### config.mk
export PLATFORM = sky130hd
export DESIGN_NAME = phase_diff_acc
export DESIGN_NICKNAME = d
export VERILOG_FILES = /design/src/rtl/phase_diff_acc.sv
export SDC_FILE = /design/constraint.sdc
export NUM_CORES = 1
export LEC_CHECK = 0
export BUFFER_PORTS_ARGS = -buffer_cell sky130_fd_sc_hd__buf_2
export CORE_AREA = 4 4 113 115
export CTS_CLUSTER_DIAMETER = 200
export DETAILED_ROUTE_END_ITERATION = 10
export DIE_AREA = 0 0 117 119
export PLACE_DENSITY = 0.66
export SKIP_CTS_REPAIR_TIMING = 1
export SLEW_MARGIN = 20
export SYNTH_ARGS = -nofsm -noshare
export SYNTH_HDL_FRONTEND = slang
export SYNTH_SLANG_ARGS = --single-unit
### constraint.sdc
create_clock -name clk -period 4.6 [get_ports clk]
set_input_delay 0 -clock clk [delete_from_list [all_inputs] [get_ports clk]]
set_output_delay 0 -clock clk [all_outputs]
set_load 0.1 [all_outputs]
### src/rtl/phase_diff_acc.sv
// Wrapped phase-difference averager feeding the phase-to-speed stage.
// Averages 2^LOG2N consecutive wrapped deltas and emits the floor mean.
module phase_diff_acc #(
   parameter int LOG2N = 3,
   parameter int PW    = 19
) (
   input  logic          clk,
   input  logic          reset,
   input  logic          clear,
   input  logic          in_valid,
   input  logic [PW-1:0] in_phase,
   output logic [PW-1:0] out_phasediff,
   output logic          data_rdy,
   output logic          busy
);

   localparam int AW = PW + LOG2N;
   localparam int CW = (LOG2N > 0) ? LOG2N : 1;

   localparam logic signed [PW:0] HALF = (PW+1)'(184320);
   localparam logic signed [PW:0] FULL = (PW+1)'(368640);
   localparam logic [CW-1:0] CLAST = CW'((1 << LOG2N) - 1);

   typedef enum logic {EMPTY, ACCUM} state_t;

   state_t                state_q, state_d;
   logic [PW-1:0]         prev_q, prev_d;
   logic signed [AW-1:0]  acc_q, acc_d;
   logic [CW-1:0]         cnt_q, cnt_d;
   logic [PW-1:0]         out_d;
   logic                  rdy_d;

   logic signed [PW:0]    d_raw, d_wrap;
   logic signed [PW-1:0]  d;
   logic signed [AW-1:0]  sum;

   assign d_raw = $signed({in_phase[PW-1], in_phase})
                - $signed({prev_q[PW-1], prev_q});

   // one correction is enough: |d_raw| < 360 deg for in-range inputs
   always_comb begin
      d_wrap = d_raw;
      if (d_raw >= HALF)
         d_wrap = d_raw - FULL;
      else if (d_raw < -HALF)
         d_wrap = d_raw + FULL;
   end

   assign d   = PW'(d_wrap);
   assign sum = acc_q + AW'(d);

   always_comb begin
      state_d = state_q;
      prev_d  = prev_q;
      acc_d   = acc_q;
      cnt_d   = cnt_q;
      out_d   = out_phasediff;
      rdy_d   = 1'b0;
      if (clear) begin
         state_d = EMPTY;
         acc_d   = '0;
         cnt_d   = '0;
      end else if (in_valid) begin
         prev_d = in_phase;
         unique case (state_q)
            EMPTY: state_d = ACCUM;
            ACCUM: begin
               if (cnt_q == CLAST) begin
                  out_d = PW'(sum >>> LOG2N);
                  rdy_d = 1'b1;
                  acc_d = '0;
                  cnt_d = '0;
               end else begin
                  acc_d = sum;
                  cnt_d = cnt_q + CW'(1);
               end
            end
            default: state_d = EMPTY;
         endcase
      end
   end

   always_ff @(posedge clk or negedge reset) begin
      if (!reset) begin
         state_q       <= EMPTY;
         prev_q        <= '0;
         acc_q         <= '0;
         cnt_q         <= '0;
         out_phasediff <= '0;
         data_rdy      <= 1'b0;
         busy          <= 1'b0;
      end else begin
         state_q       <= state_d;
         prev_q        <= prev_d;
         acc_q         <= acc_d;
         cnt_q         <= cnt_d;
         out_phasediff <= out_d;
         data_rdy      <= rdy_d;
         busy          <= (state_d == ACCUM);
      end
   end

endmodule

==> impl_metrics.py, run 1 <==
metrics = {
    "synth": {
        "synth_compound_area_frac": 0.2431,
        "yosysSeqAreaShare": 0.3348,
        "yosysUniqueCellTypes": 68,
        "synthMuxAreaShare": 0.02292,
        "yosysMostFrequentCell": "nand2_1",
        "ys_async_sr_fraction": 1.000,
        "synth_top_family_by_area": "compound AO/OA/AOI/OAI gates",
        "yosysTopAreaCell": "dfrtp_1",
        "syn_area_per_cell_um2": 8.630,
        "syn_inst": 563,
        "synthSimpleGateAreaFrac": 0.1625,
        "synth_edf_count": 0,
        "synth_common_cells": "nand2_1, dfrtp_1, o21ai_0",
        "synth_fp_nets": 634,
        "ys.flop_type": "dfrtp_1",
        "synth_xor_area_frac": 0.06310,
        "synthesis.area_mm2": 0.004858,
        "synth_top_cell_area_share": 0.3348,
        "ys_ff_latch": 65,
        "synth_fa_ha_area_frac": 0.1267,
        "synth_area_leaders": "dfrtp_1, ha_1, nand2_1",
        "synth_warnings": 0,
    },
    "critical_path": {
        "rrSetupSlack_ns": -0.15,
        "worstSetupPathType": "flip-flop to flip-flop",
        "endpoint": "out_phasediff[18]",
        "cpPeakStageDelay_ns": 0.38,
        "path_max_fanout": 6,
        "rr_worst_depth": 24,
        "critical_path_depth": 24,
        "cp_slowest_cell": "fa_2",
        "startpoint": "prev_q[0]",
        "critPathTopFamily": "compound AO/OA/AOI/OAI gates",
        "cp_data_required_time_ns": 4.86,
        "worst-path-buf-inv": 2,
        "critPathLaunchType": "flip-flop",
        "worstSetupEndpointType": "flip-flop",
        "r2r_end": "out_phasediff[18]",
        "crit_arrival_ns": 5.01,
        "r2r-start": "prev_q[0]",
        "crit_chain": "ha_2, inv_2, fa_2, a211oi_4, nor4_4, or3_4, a221oi_4, xnor2_2, nand2_1, o21ai_2, o22ai_2, a211oi_2, a31oi_2, ha_4, a21oi_4, nand2_1, o21ai_1, inv_1, nand3_2, o211a_4, nor2_4, nor2_2, a32o_2, a211oi_2",
    },
    "run": {
        "drv_cap": 0,
    },
    "grt": {
        "grt_pass1_vias": 4220,
        "grt_usage": 0.1774,
        "grt_first_pass_wirelength_um": 19710,
        "grt_max_degree": 66,
        "gr-total-overflow": 0,
        "antenna_found_initial": 0,
    },
    "final_layout": {
        "final_util": 0.5492,
        "n_fill_cell": 1095,
        "nets": 749,
        "multi_input_area_mm2": 0.003348,
        "layout-drive-gt1-share": 0.2870,
        "num_antenna_cells": 0,
        "syn_to_final_growth_pct": 33.50,
        "final_area_mm2": 0.006486,
        "sequential_cell_area_mm2": 0.001627,
        "fin_cells": 830,
    },
    "sta": {
        "timing.hold.ws_ns": 0.3559,
        "min_period_ns": 4.754,
        "max_freq_mhz": 210.4,
        "relSlewSlack": 0.3412,
        "rsz0062_at_grt": "true",
        "clock-skew-final_ns": 0.008279,
        "tightest_slew_ns": 0.9846,
        "fin_ws_ns": -0.1536,
        "final-hold-violation-count": 0,
        "setup_viol": 8,
        "report.final.slew_viol_count": 0,
        "fin_crit_sh": 1.033,
    },
    "clocking": {
        "htreeDepth": 3,
        "cts_tree": "built",
        "cts_sinks": 65,
        "numCtsBuffers": 9,
        "path_clk_slew_ns": 0.06,
        "clk_latency_ns": 0.35,
        "cts_buffer_depth": 2,
        "clockRootBuffer": "clkbuf_16",
    },
    "routing": {
        "drcViolationCount": 0,
        "dr_wl_met3_um": 461,
        "vias_per_cell": 5.419,
        "drt_iter0_drc": 159,
        "highest_layer": "met4",
        "wl_met2_um": 5875,
        "firstDrtPassIters": 4,
        "routed_wirelength_um": 12360,
        "num_vias": 4498,
        "avgRoutedWirePerCell_um": 14.90,
        "ant_nets": 0,
        "drt-met1-wl_um": 5784,
    },
    "die": {
        "dieArea_mm2": 0.01392,
        "io_pins": 44,
        "core_mm2": 0.01181,
        "die_y_um": 119,
        "die_w_um": 117,
        "initial_core_util": 0.4113,
        "num_rows": 40,
    },
    "placed_design": {
        "post-place-ws_ns": -0.2799,
        "dp_hpwl_um": 8894,
        "dpl_cell_area_mm2": 0.005567,
        "place.port_buffers": 43,
        "dpl.cell_count": 781,
        "place_congestion": 0.8937,
    },
    "run_status": {
        "violations": "negative setup slack",
        "status": "finished with violations",
    },
    "pwr": {
        "ir_drop_mv": 0.2078,
        "power_density_mw_per_mm2": 512.7,
        "leakage_nw": 3.076,
    },
    "min_path": {
        "hold_class": "input port to flip-flop",
    },
}
==> cell families after synthesis <==
family,count (synthesis)
buf+inv,59
flops,65
xor+xnor,35
mux,10
fa+ha+maj,48
simple gates,168
compound gates,178
==> layout make-up <==
class,instances,share of cell area
timing repair buffer,122,0.1335
tap,147,0.02836
sequential,65,0.2508
multi-input combinational,439,0.5162
inverter,41,0.02411
clock inverter,6,0.01022
clock buffer,10,0.03684
==> tightest hold or removal path, cell delays in order <==
cell,delay (ns)
buf_2,0.09
inv_1,0.04
ha_2,0.25
inv_1,0.05
ha_1,0.12
a22o_1,0.12
==> metal layers <==
metal | vias to the layer above | global-route usage
li1 | 2251 | -
met1 | 2151 | 0.2363
met2 | 78 | 0.2824
met3 | 18 | 0.02846
met4 | 0 | 0.07599
met5 | - | 0
==> sequential cells by signal, indices dropped and copies added, names as in the netlist <==
register,cells
state_q,1
cnt_q,3
out_phasediff,19
data_rdy,1
acc_q,22
prev_q,19
==> worst min path at each step <==
stage	startpoint	to	slack, ns	cells past startpoint
2_1_floorplan	reset	acc_q[0]	-0.30	0
3_3_place_gp	in_phase[11]	prev_q[11]	0.23	3
3_5_place_dp	in_phase[16]	prev_q[16]	0.23	3
4_1_cts	in_phase[16]	prev_q[16]	-0.13	3
5_1_grt	in_phase[0]	acc_q[0]	0.43	6
6_report	in_phase[0]	acc_q[0]	0.36	6
==> placed cells by master (no fill, tap or decap), types with 4 or more instances in the layout <==
cell	instances
xor2_1	11
nand2_1	69
buf_4	56
o21ai_0	47
a211oi_2	4
o21bai_1	8
o21ai_1	8
dlygate4sd3_1	23
dfrtp_1	65
nand3_1	13
nor2b_1	5
a21oi_2	8
o21a_1	7
buf_2	43
mux2_2	9
ha_1	40
a21o_1	10
xnor2_1	21
a22o_1	11
nor3_1	7
or2_2	5
a21oi_1	28
clkbuf_16	9
nor2_1	30
inv_1	38
a31oi_1	4
==> report_power, final <==
group | internal (mW) | total, mW | switching [mW] | leakage, nW
sequential | 0.632 | 0.672 | 0.0395 | 0.867
combinational | 0.901 | 1.94 | 1.04 | 2.06
clock | 0.436 | 0.710 | 0.274 | 0.153
==> metrics by stage <==
step	power (mW)	TNS [ns]
2_1_floorplan	1.777	0
6_report	3.325	-0.5737
3_5_place_dp	2.253	-1.213
3_3_place_gp	2.210	-0.1536
4_1_cts	2.981	-1.511
5_1_grt	3.541	-2.579
Note: power is estimated with default switching activity, not from simulation.
==> inputs of run 2 (changes only) <==
--- a/config.mk
+++ b/config.mk
@@ -10,7 +10,6 @@
 export CTS_CLUSTER_DIAMETER = 200
 export DETAILED_ROUTE_END_ITERATION = 10
 export DIE_AREA = 0 0 117 119
-export PLACE_DENSITY = 0.66
 export SKIP_CTS_REPAIR_TIMING = 1
 export SLEW_MARGIN = 20
 export SYNTH_ARGS = -nofsm -noshare
==> impl_metrics.py, run 2 (same netlist as run 1, synthesis figures left out) <==
metrics = {
    "run_status": {
        "status": "finished with violations",
        "violations": "negative hold slack, negative setup slack",
    },
    "critical_path": {
        "worstSetupPathType": "flip-flop to flip-flop",
        "critPathLaunchType": "flip-flop",
        "crit_arrival_ns": 5.11,
        "rr_worst_depth": 20,
        "cp_data_required_time_ns": 4.86,
        "worstSetupEndpointType": "flip-flop",
        "path_max_fanout": 5,
        "r2r-start": "prev_q[0]",
        "r2r_end": "out_phasediff[18]",
        "rrSetupSlack_ns": -0.25,
    },
    "final_layout": {
        "n_fill_cell": 1091,
        "largest-register": "acc_q",
        "final_cell_mix": "nand2_1, dfrtp_1, buf_4",
        "layout_commonest_cell": "nand2_1",
        "final_area_mm2": 0.006330,
        "top_regs": "acc_q x22, out_phasediff x19, prev_q x19",
        "syn_to_final_growth_pct": 30.29,
        "largest_reg_flops": 22,
        "layout-drive-gt1-share": 0.2593,
        "num_antenna_cells": 0,
        "nets": 743,
    },
    "sta": {
        "setup_viol": 8,
        "report.final.slew_viol_count": 0,
        "max_freq_mhz": 206.3,
        "min_period_ns": 4.847,
        "fin_crit_sh": 1.054,
        "timing.hold.ws_ns": -0.04031,
        "final-hold-violation-count": 4,
        "fin_ws_ns": -0.2473,
        "relSlewSlack": 0.2947,
        "tightest_slew_ns": 1.054,
        "fin_tns_setup_ns": -1.090,
        "clock-skew-final_ns": 0.004687,
        "rsz0062_at_grt": "true",
    },
    "placed_design": {
        "dpl_cell_area_mm2": 0.005552,
        "place.port_buffers": 43,
        "place_congestion": 0.8731,
        "dp_hpwl_um": 9032,
    },
    "min_path": {
        "holdPathEnd": "prev_q[1]",
        "hold_path.startpoint": "in_phase[1]",
        "min_path_cells": 3,
        "hold_class": "input port to flip-flop",
    },
    "clocking": {
        "htreeDepth": 3,
        "clk_latency_ns": 0.34,
        "clockRootBuffer": "clkbuf_16",
        "cts_tree": "built",
        "path_clk_slew_ns": 0.05,
        "numCtsBuffers": 9,
        "cts_buffer_depth": 2,
        "cts_sinks": 65,
    },
    "grt": {
        "grt_pass1_vias": 4170,
        "grt_max_degree": 66,
        "antenna_found_initial": 0,
        "grt_usage": 0.1790,
        "gr-total-overflow": 0,
        "grt_first_pass_wirelength_um": 19950,
    },
    "routing": {
        "vias_per_cell": 5.398,
        "routed_wirelength_um": 12560,
        "avgRoutedWirePerCell_um": 15.27,
        "drt_iter0_drc": 186,
        "drcViolationCount": 0,
        "num_vias": 4437,
        "ant_nets": 0,
        "firstDrtPassIters": 4,
    },
    "run": {
        "drv_cap": 0,
    },
    "die": {
        "die_y_um": 119,
        "die_w_um": 117,
        "initial_core_util": 0.4113,
        "num_rows": 40,
        "dieArea_mm2": 0.01392,
        "core_mm2": 0.01181,
        "io_pins": 44,
    },
    "pwr": {
        "ir_drop_mv": 0.2458,
        "leakage_nw": 3.018,
        "power_density_mw_per_mm2": 509.1,
    },
}
## run 2: worst max-delay path by stage
stage	to	slack [ns]	start
floorplan	out_phasediff[18]	0.06	prev_q[0]
global placement	out_phasediff[18]	-0.08	prev_q[0]
detailed placement	out_phasediff[18]	-0.32	prev_q[0]
CTS	out_phasediff[18]	-0.37	prev_q[0]
global route	out_phasediff[18]	-0.45	prev_q[0]
finish	out_phasediff[18]	-0.25	prev_q[0]
## run 2: where the power goes
group / internal [mW] / switching, mW
combinational: 0.858 / 1.01
clock: 0.427 / 0.256
sequential: 0.632 / 0.0386
## run 2: area by class of cell
class / instances / area (µm²) / share of cell area
clock buffer: 11 / 242.7 / 0.03835
clock inverter: 3 / 42.54 / 0.006721
multi-input combinational: 439 / 3267 / 0.5161
sequential: 65 / 1627 / 0.2570
tap: 147 / 183.9 / 0.02906
inverter: 41 / 153.9 / 0.02431
timing repair buffer: 116 / 813.3 / 0.1285
## run 2: layer usage
metal / global-route usage / routed length (µm)
met1: 0.2498 / 5760
met2: 0.2781 / 6075
met3: 0.02693 / 547
met4: 0.06738 / 172
met5: 0 / 0
## run 2: through the flow
step                power [mW]  setup WS (ns)  instances  hold WS [ns]    util
floorplan                1.777        0.05629        563       -0.2956       -
detailed placement       2.262        -0.3189        779        0.2308  0.4700
global route             3.460        -0.4528        822      0.001371  0.5359
global placement         2.224       -0.07938        779        0.2258  0.4700
finish                   3.223        -0.2473        822      -0.04031  0.5359
CTS                      2.963        -0.3679        793       -0.1260  0.4942
## run 2: worst max-delay path, stage by stage (launching register included)
cell	delay (ns)
dfrtp_1	0.36
ha_2	0.19
inv_2	0.04
fa_2	0.38
a211oi_4	0.32
nor4_4	0.10
or4b_1	0.57
a311o_1	0.32
and3_4	0.19
buf_4	0.13
or3b_4	0.41
o221ai_2	0.22
nand2_2	0.11
buf_4	0.16
ha_4	0.29
nand2_1	0.07
o211a_1	0.28
nor2_4	0.15
nor2_1	0.07
a32o_2	0.22
a211oi_2	0.16
